==> src/rtl/alu_issue_arbiter.sv <==
// Round-robin arbiter sharing one registered ALU between two requesters; handshake to rsp_valid is LAT+2 cycles.
// Requests are only accepted when idle or while the pending response retires; rsp_valid holds until rsp_ready.
module alu_issue_arbiter #(
  parameter int W   = 64,
  parameter int OPW = 3,
  parameter int LAT = 1
) (
  input  logic           clk,
  input  logic           rst,
  input  logic           req0_valid,
  input  logic [OPW-1:0] req0_op,
  input  logic [W-1:0]   req0_a,
  input  logic [W-1:0]   req0_b,
  output logic           req0_ready,
  input  logic           req1_valid,
  input  logic [OPW-1:0] req1_op,
  input  logic [W-1:0]   req1_a,
  input  logic [W-1:0]   req1_b,
  output logic           req1_ready,
  output logic [OPW-1:0] alu_op,
  output logic [W-1:0]   alu_a,
  output logic [W-1:0]   alu_b,
  input  logic [W-1:0]   alu_result,
  output logic           rsp_valid,
  output logic           rsp_id,
  output logic [W-1:0]   rsp_data,
  input  logic           rsp_ready
);

  typedef enum logic [1:0] {
    IDLE = 2'd0,
    EXEC = 2'd1,
    RESP = 2'd2
  } state_t;

  state_t     state;
  logic       last;
  logic       id;
  logic [2:0] cnt;
  logic       can_accept;
  logic       grant1;
  logic       handshake;

  // On a tie the port that did not win last time is granted.
  always_comb begin
    can_accept = (state == IDLE) || ((state == RESP) && rsp_ready);
    grant1     = req1_valid && (!req0_valid || !last);
  end

  assign req0_ready = !rst && can_accept && req0_valid && !grant1;
  assign req1_ready = !rst && can_accept && grant1;
  assign handshake  = (req0_valid && req0_ready) || (req1_valid && req1_ready);

  always_ff @(posedge clk) begin
    if (rst) begin
      state     <= IDLE;
      last      <= 1'b1;
      id        <= 1'b0;
      cnt       <= '0;
      rsp_valid <= 1'b0;
      rsp_id    <= 1'b0;
      rsp_data  <= '0;
      alu_op    <= '0;
      alu_a     <= '0;
      alu_b     <= '0;
    end else begin
      if (handshake) begin
        alu_op <= grant1 ? req1_op : req0_op;
        alu_a  <= grant1 ? req1_a  : req0_a;
        alu_b  <= grant1 ? req1_b  : req0_b;
        id     <= grant1;
        last   <= grant1;
        cnt    <= 3'(LAT);
        state  <= EXEC;
      end
      case (state)
        IDLE: begin
        end
        EXEC: begin
          if (cnt == 3'd0) begin
            rsp_data  <= alu_result;
            rsp_id    <= id;
            rsp_valid <= 1'b1;
            state     <= RESP;
          end else begin
            cnt <= cnt - 3'd1;
          end
        end
        RESP: begin
          // A handshake in this cycle already moved us to EXEC above.
          if (rsp_ready) begin
            rsp_valid <= 1'b0;
            if (!handshake) state <= IDLE;
          end
        end
        default: state <= IDLE;
      endcase
    end
  end

endmodule

==> config.mk <==
export PLATFORM = sky130hd
export DESIGN_NAME = alu_issue_arbiter
export DESIGN_NICKNAME = d
export VERILOG_FILES = /design/src/rtl/alu_issue_arbiter.sv
export SDC_FILE = /design/constraint.sdc
export NUM_CORES = 1
export LEC_CHECK = 0
export CELL_PAD_IN_SITES_DETAIL_PLACEMENT = 1
export CELL_PAD_IN_SITES_GLOBAL_PLACEMENT = 2
export CORE_MARGIN = 2
export CORE_UTILIZATION = 21
export CTS_BUF_LIST = sky130_fd_sc_hd__clkbuf_4 sky130_fd_sc_hd__clkbuf_8
export DETAILED_ROUTE_END_ITERATION = 10
export PLACE_DENSITY = 0.88
export SLEW_MARGIN = 20
export SYNTH_ARGS = -nofsm -noshare
export SYNTH_HDL_FRONTEND = slang
export SYNTH_SLANG_ARGS = --single-unit
export TNS_END_PERCENT = 10
==> constraint.sdc <==
create_clock -name clk -period 2.3 [get_ports clk]
set_clock_uncertainty 0.15 [all_clocks]
set_input_delay 0.46 -clock clk [delete_from_list [all_inputs] [get_ports clk]]
set_output_delay 0.46 -clock clk [all_outputs]
set_load 0.1 [all_outputs]
; Word level (Yosys, flattened, before mapping)
; Index checks and enable logic that the tools add are counted.
[classes]
n_mux = 14
addsub = 1
eq_ne = 4
n_reduce_logical = 20
[op_table]
columns = op, count
row1 = 2-to-1 mux 64 bit, 2
row2 = 2-to-1 mux 3 bit, 4
row3 = logical AND 1 bit, 8
row4 = 2-to-1 mux 2 bit, 4
row5 = one-hot mux 2 bit (3 select lines), 1
row6 = logical NOT 1 bit, 4
row7 = != test 2 bit (second input constant), 2
row8 = logical NOT 3 bit, 1
row9 = logical OR 1 bit, 3
row10 = AND reduction 3 bit, 1
row11 = subtractor 3 x 1 -> 3 bit (second input constant), 1
row12 = equality test 2 x 1 -> 1 bit (second input constant), 1
row13 = equality test 2 bit (second input constant), 1
row14 = logical NOT 2 bit, 1
row15 = 2-to-1 mux 1 bit, 2
row16 = one-hot mux 1 bit (2 select lines), 1
row17 = AND reduction 2 bit, 1
row18 = nonzero test 2 bit, 1
[totals]
elab_cells = 49
register_bits = 204
in_bits = 331

; Longest topological paths before layout
; Gate-level depths: netlist (run 1).
[logic_depth]
depth_word = 12
ltp_mapped = 8
ltp_nobuf = 6

; Worst setup path before layout (run 1)
; Ideal clock, no wire load.
[synth_timing]
kind = input -> output
startpoint = in req1_valid
endpoint = out req0_ready
setup_slack_ps = -673
stages = 5
arrival_ps = 2363
cell_sequence = a21bo_1 > buf_4 > buf_6 > buf_4 > nor2b_1
[synth_via]
elab_chain_len = 3
[synth_rtl]
columns = element, line_no
row1 = "start, declared", 15  ; input logic req1_valid,
row2 = logical AND 1 bit, 47  ; grant1 = req1_valid && (!req0_valid || !last);
row3 = logical NOT 1 bit, 50  ; assign req0_ready = !rst && can_accept && req0_valid && !grant1;
row4 = logical AND 1 bit, 50
row5 = "end, declared", 14  ; output logic req0_ready,
; Every way passes these cells.

; Final worst setup path (run 1)
[layout_timing]
startpoint = in req1_valid
endpoint = out req1_ready
[layout_via]
elab_chain_len = 2
[layout_rtl]
columns = element, line_no
row1 = logical AND 1 bit, 47
row2 = logical AND 1 bit, 51  ; assign req1_ready = !rst && can_accept && grant1;
row3 = "end, declared", 19  ; output logic req1_ready,
; Every way passes these cells.

==> results of run 1 <==
timing repair:
item                                    in CTS  in global routing
gates resized for setup                      7                  1
pin swaps                                    2                  1
endpoints found under the setup margin       2                  2
hold buffers                                 2                  0
hold endpoints to repair                     1                  0
synthesized netlist by cell type (2+ instances only):
master,instances
buf_2,34
nor2b_1,3
a221oi_1,74
o32ai_1,131
a21oi_1,66
buf_6,2
a221oi_2,57
buf_4,22
buf_1,8
o21ai_0,5
nand2_1,133
clkbuf_1,43
inv_1,135
dfxtp_1,204
a41o_1,2
nor3_1,2
ha_1,2
area by class of cell:
class / instances / area share
flip-flops and latches: 204 / 0.263
inverters: 136 / 0.0330
multi-input cells: 490 / 0.242
clock buffers: 57 / 0.0460
repair buffers: 605 / 0.369
well taps: 539 / 0.0434
clock inverters: 6 / 0.00354
per-stage QoR:
stage	instance area [µm²]	power (mW)	hold WS [ns]	setup WS, ns
5_1_grt	15500	14.6	0.180	0.0117
4_1_cts	15500	14.1	0.136	0.0148
3_5_place_dp	14700	10.4	0.299	-0.125
3_3_place_gp	14700	10.3	0.293	-0.152
6_report	15500	13.9	0.211	0.0734
2_1_floorplan	8870	8.44	0.279	-0.167
flip-flops by register name, summed over array words and instances (netlist names):
signal / count
state: 2
alu_op: 3
alu_b: 64
last: 1
alu_a: 64
rsp_data: 64
rsp_id: 1
cnt: 3
rsp_valid: 1
id: 1
routing by layer:
| metal | vias to the layer above | global-route usage | share of wire |
|---|---|---|---|
| met1 | 4734 | 0.192 | 0.39 |
| met2 | 370 | 0.306 | 0.50 |
| met3 | 84 | 0.0509 | 0.074 |
| met4 | 0 | 0.0650 | 0.033 |
| met5 | - | 0 | 0 |
| li1 | 4572 | - | - |
cell usage in the layout, fill, tap and decap left out, types with 2 or more instances in the layout:
cell             count
a21oi_1             66
a221oi_1            74
a221oi_2            57
a41o_1               2
buf_12              29
buf_4              244
clkbuf_4            11
clkbuf_8            47
clkdlybuf4s50_1    327
clkinv_2             5
dfxtp_1            201
dfxtp_2              3
dlygate4sd2_1        2
dlygate4sd3_1        2
ha_1                 2
inv_1              135
nand2_1            133
nor2_4               2
nor2b_4              2
nor3_1               2
o21ai_0              5
o32ai_1            131
kinds of logic (layout without fill, tap and decap cells):
| logic type | after synthesis | after routing | synth area share |
|---|---|---|---|
| AOI/OAI and AO/OA | 340 | 340 | 0.348 |
| adders and majority gates | 2 | 2 | 0.00282 |
| buffers and inverters | 246 | 804 | 0.120 |
| DFF | 204 | 204 | 0.461 |
| and+or+nand+nor | 148 | 148 | 0.0681 |
power breakdown:
group	leakage [nW]	internal, mW	total [mW]	switching [mW]
sequential	1.68	3.96	4.21	0.248
combinational	3.87	1.77	6.08	4.31
clock	0.415	2.09	3.64	1.55
total	5.96	7.82	13.9	6.11
worst max-delay path, cell delays in order:
cell	delay, ns
clkdlybuf4s50_1	0.51
a21bo_4	0.29
nor2_4	0.16
buf_12	0.19
final timing paths:
path,startpoint,endpoint,slack (ns),cells past startpoint
worst max-delay path,req1_valid,req1_ready,0.07,4
worst min-delay path,rst,cnt[0]$_SDFF_PP0_,0.21,4
worst max register to register,cnt[0]$_SDFF_PP0_,rsp_data[47]$_SDFFE_PP0P_,0.39,7
worst min register to register,rsp_data[40]$_SDFFE_PP0P_,rsp_data[40]$_SDFFE_PP0P_,0.31,2
==> results.sh, run 1 <==
export IMPL_grt_pass1_wl_um=59100
export IMPL_seq_area_mm2=0.00409
export IMPL_yosys_register_bits=204
export IMPL_drtIter0Drc=402
export IMPL_p_per_area_mw_per_mm2=896
export IMPL_syn_inst=940
export IMPL_fin_crit_sh=0.968
export IMPL_grt_pass1_vias=10300
export IMPL_drc_errors=0
export IMPL_die_x_um=209
export IMPL_routabilityCongestion=0.849
export IMPL_syn_area_per_cell_um2=9.43
export IMPL_maxCapViolCount=0
export IMPL_layout_drive_gt1_share=0.272
export IMPL_cp_data_arrival_time_ns=1.62
export IMPL_placed_cells=1972
export IMPL_antenna_found_initial=0
export IMPL_finalNetCount=1810
export IMPL_grtUsageTotal=0.171
export IMPL_crit_type="in2out"
export IMPL_dp_hpwl_um=29300
export IMPL_cts_root_buffer="clkbuf_8"
export IMPL_wire_per_inst_um=19.2
export IMPL_die_y_um=209
export IMPL_port_buffers=529
export IMPL_outcome="finished clean"
export IMPL_cts_tree="built"
export IMPL_path_clk_slew_ns=0.06
export IMPL_utilization=0.372
export IMPL_yosys_warnings=0
export IMPL_fmaxAchievable_mhz=449
export IMPL_viasPerCell=4.79
export IMPL_cts_sinks=204
export IMPL_grt_start_max_net_pins=124
export IMPL_synth_area_top_cells="dfxtp_1, o32ai_1, a221oi_2"
export IMPL_setup_viol=0
export IMPL_cts_buffers=40
export IMPL_synth_edf_count=0
export IMPL_leakage_nw=5.96
export IMPL_slew_headroom=0.420
export IMPL_dr_pass1_iters=4
export IMPL_coreArea_mm2=0.0418
export IMPL_ys_types=34
export IMPL_startpoint_type="primary input"
export IMPL_min_period_ns=2.23
export IMPL_setup_tns_ns=0
export IMPL_synthFlopType="dfxtp_1"
export IMPL_drv_slew=0
export IMPL_synth_top_cell_by_area="dfxtp_1"
export IMPL_diodes=0
export IMPL_cts_buffer_depth=3
export IMPL_worstPathMaxFanout=5
export IMPL_initial_core_util=0.212
export IMPL_rows=75
export IMPL_htree_levels=2
export IMPL_synth_fp_nets=1273
export IMPL_final_cells=2037
export IMPL_syn_to_final_growth_pct=75.4
export IMPL_pin_count=530
export IMPL_async_flop_share=0
export IMPL_ir_drop_mv=0.469
export IMPL_syn_area_mm2=0.00886
export IMPL_fill_cells=4771
export IMPL_die_area_mm2=0.0439
export IMPL_grt_overflow_total=0
export IMPL_synthDominantCellAreaShare=0.461
export IMPL_cp_data_required_time_ns=1.69
export IMPL_seq_area_frac_synth=0.461
export IMPL_endpoint_kind="output pin"
export IMPL_cts_setup_buffers=0
export IMPL_ant_nets=0
export IMPL_hold_viol=0
export IMPL_wirelength_um=39200
export IMPL_hp_class="in2reg"
export IMPL_multi_input_area_mm2=0.00376
export IMPL_vias=9760
export IMPL_clkLatencyLatePin_ns=0.55
export IMPL_grt_setup_unrepaired="false"
export IMPL_worst_pin_slew_ns=0.869
(Power assumes the default switching activity.)
==> inputs of run 2 (changes only) <==
--- a/constraint.sdc
+++ b/constraint.sdc
@@ -4,2 +4,2 @@
 set_output_delay 0.46 -clock clk [all_outputs]
-set_load 0.1 [all_outputs]
+set_load 0.02 [all_outputs]
==> results.sh, run 2 (same netlist as run 1, synthesis figures left out) <==
export IMPL_p_per_area_mw_per_mm2=736
export IMPL_startpoint_type="primary input"
export IMPL_drv_slew=0
export IMPL_cp_data_arrival_time_ns=1.64
export IMPL_grtUsageTotal=0.174
export IMPL_grt_pass1_wl_um=59400
export IMPL_drc_errors=0
export IMPL_outcome="finished clean"
export IMPL_maxCapViolCount=0
export IMPL_cts_sinks=204
export IMPL_endpoint_kind="output pin"
export IMPL_slowest_stage="clkdlybuf4s50_1"
export IMPL_dr_pass1_iters=5
export IMPL_port_buffers=529
export IMPL_routabilityCongestion=0.814
export IMPL_fin_crit_sh=0.977
export IMPL_min_period_ns=2.25
export IMPL_die_area_mm2=0.0439
export IMPL_antenna_found_initial=0
export IMPL_cp_data_required_time_ns=1.69
export IMPL_cts_root_buffer="clkbuf_8"
export IMPL_worstPathMaxFanout=4
export IMPL_hp_class="in2reg"
export IMPL_viasPerCell=4.73
export IMPL_grt_pass1_vias=10200
export IMPL_fill_cells=4771
export IMPL_cts_buffers=37
export IMPL_cts_tree="built"
export IMPL_slew_headroom=0.577
export IMPL_clkLatencyLatePin_ns=0.55
export IMPL_multi_input_area_mm2=0.00374
export IMPL_syn_to_final_growth_pct=78.1
export IMPL_wire_per_inst_um=19.6
export IMPL_finalNetCount=1793
export IMPL_layout_drive_gt1_share=0.129
export IMPL_setup_ws_ns=0.0519
export IMPL_hold_viol=0
export IMPL_crit_type="in2out"
export IMPL_initial_core_util=0.212
export IMPL_final_cell_mix="clkdlybuf4s50_1, dfxtp_1, inv_1, nand2_1, o32ai_1"
export IMPL_path_clk_slew_ns=0.06
export IMPL_pre_cts_ws_ns=-0.481
export IMPL_die_x_um=209
export IMPL_crit_chain="clkdlybuf4s50_1 > nand2b_4 > nand2_1 > nor2_1 > clkdlybuf4s15_2"
export IMPL_final_common_cell="clkdlybuf4s50_1"
export IMPL_worst_pin_slew_ns=0.634
export IMPL_grt_overflow_total=0
export IMPL_vias=9578
export IMPL_cts_buffer_depth=3
export IMPL_drtIter0Drc=401
export IMPL_cpPeakStageDelay_ns=0.52
export IMPL_seq_area_mm2=0.00408
export IMPL_largestRegisters="alu_a: 64 flops, alu_b: 64 flops, rsp_data: 64 flops"
export IMPL_placed_cells=1960
export IMPL_grt_start_max_net_pins=115
export IMPL_dp_hpwl_um=29800
export IMPL_ir_drop_mv=0.320
export IMPL_grt_setup_unrepaired="false"
export IMPL_leakage_nw=5.49
export IMPL_final_cells=2024
export IMPL_coreArea_mm2=0.0418
export IMPL_ant_nets=0
export IMPL_die_y_um=209
export IMPL_cts_setup_buffers=0
export IMPL_setup_viol=0
export IMPL_rows=75
export IMPL_fmaxAchievable_mhz=445
export IMPL_pin_count=530
export IMPL_wirelength_um=39600
export IMPL_htree_levels=2
[run 2: changes by cell type in the layout (fill, tap and decap cells not counted), sizes merged]
cell,change
clkinvlp,+2
clkinv,-1
diode,+2
clkdlybuf4s15,+1
buf,-210
dlygate4sd2,-2
clkdlybuf4s50,+199
bufinv,+1
dlygate4sd3,-2
clkbuf,-3
[run 2: stage by stage]
stage,hold WS (ns),setup TNS [ns],instance area (µm²),power [mW],utilization
4_1_cts,0.123,0,15800,11.8,0.378
5_1_grt,0.154,0,15800,12.2,0.378
3_5_place_dp,0.296,-27.33,15000,8.05,0.359
3_3_place_gp,0.291,-22.80,15000,7.96,0.359
2_1_floorplan,0.279,0,8860,6.01,-
6_report,0.180,0,15800,11.6,0.378
[run 2: final cells by class]
class,count,share of cell area
antenna,2,0.000317
clock inverter,8,0.00602
tap,539,0.0427
inverter,136,0.0325
sequential,204,0.259
multi-input combinational,490,0.237
timing repair buffer,591,0.379
clock buffer,54,0.0435
[run 2: per-layer routing]
| metal | share of wire | vias up | global-route usage |
|---|---|---|---|
| met5 | 0 | - | 0 |
| met1 | 0.40 | 4606 | 0.193 |
| met2 | 0.50 | 364 | 0.314 |
| met3 | 0.077 | 64 | 0.0549 |
| met4 | 0.027 | 0 | 0.0591 |
| li1 | - | 4544 | - |
[run 2: report_power, final]
group / switching, mW / internal [mW] / total, mW
combinational: 1.90 / 1.86 / 3.75
sequential: 0.234 / 3.96 / 4.19
clock: 1.54 / 2.13 / 3.67
total: 3.67 / 7.95 / 11.6
[run 2: final timing paths]
kind / startpoint / end / slack, ns / depth (start not counted)
worst max-delay path: rsp_ready / req1_ready / 0.05 / 5
worst min-delay path: rst / last$_SDFFE_PP1P_ / 0.18 / 4
worst max register to register: last$_SDFFE_PP1P_ / alu_b[6]$_SDFFE_PP0P_ / 0.37 / 5
worst min register to register: rsp_data[13]$_SDFFE_PP0P_ / rsp_data[13]$_SDFFE_PP0P_ / 0.30 / 2
[run 2: critical path: cells and delay by family]
kind	cells	cell delay, ns
buffers and inverters	2	0.79
and+or+nand+nor	3	0.38
[run 2: repair_timing]
item | CTS | global route
hold buffers | 0 | 0
setup endpoints to repair | 2 | 0
gates resized for setup | 9 | 0
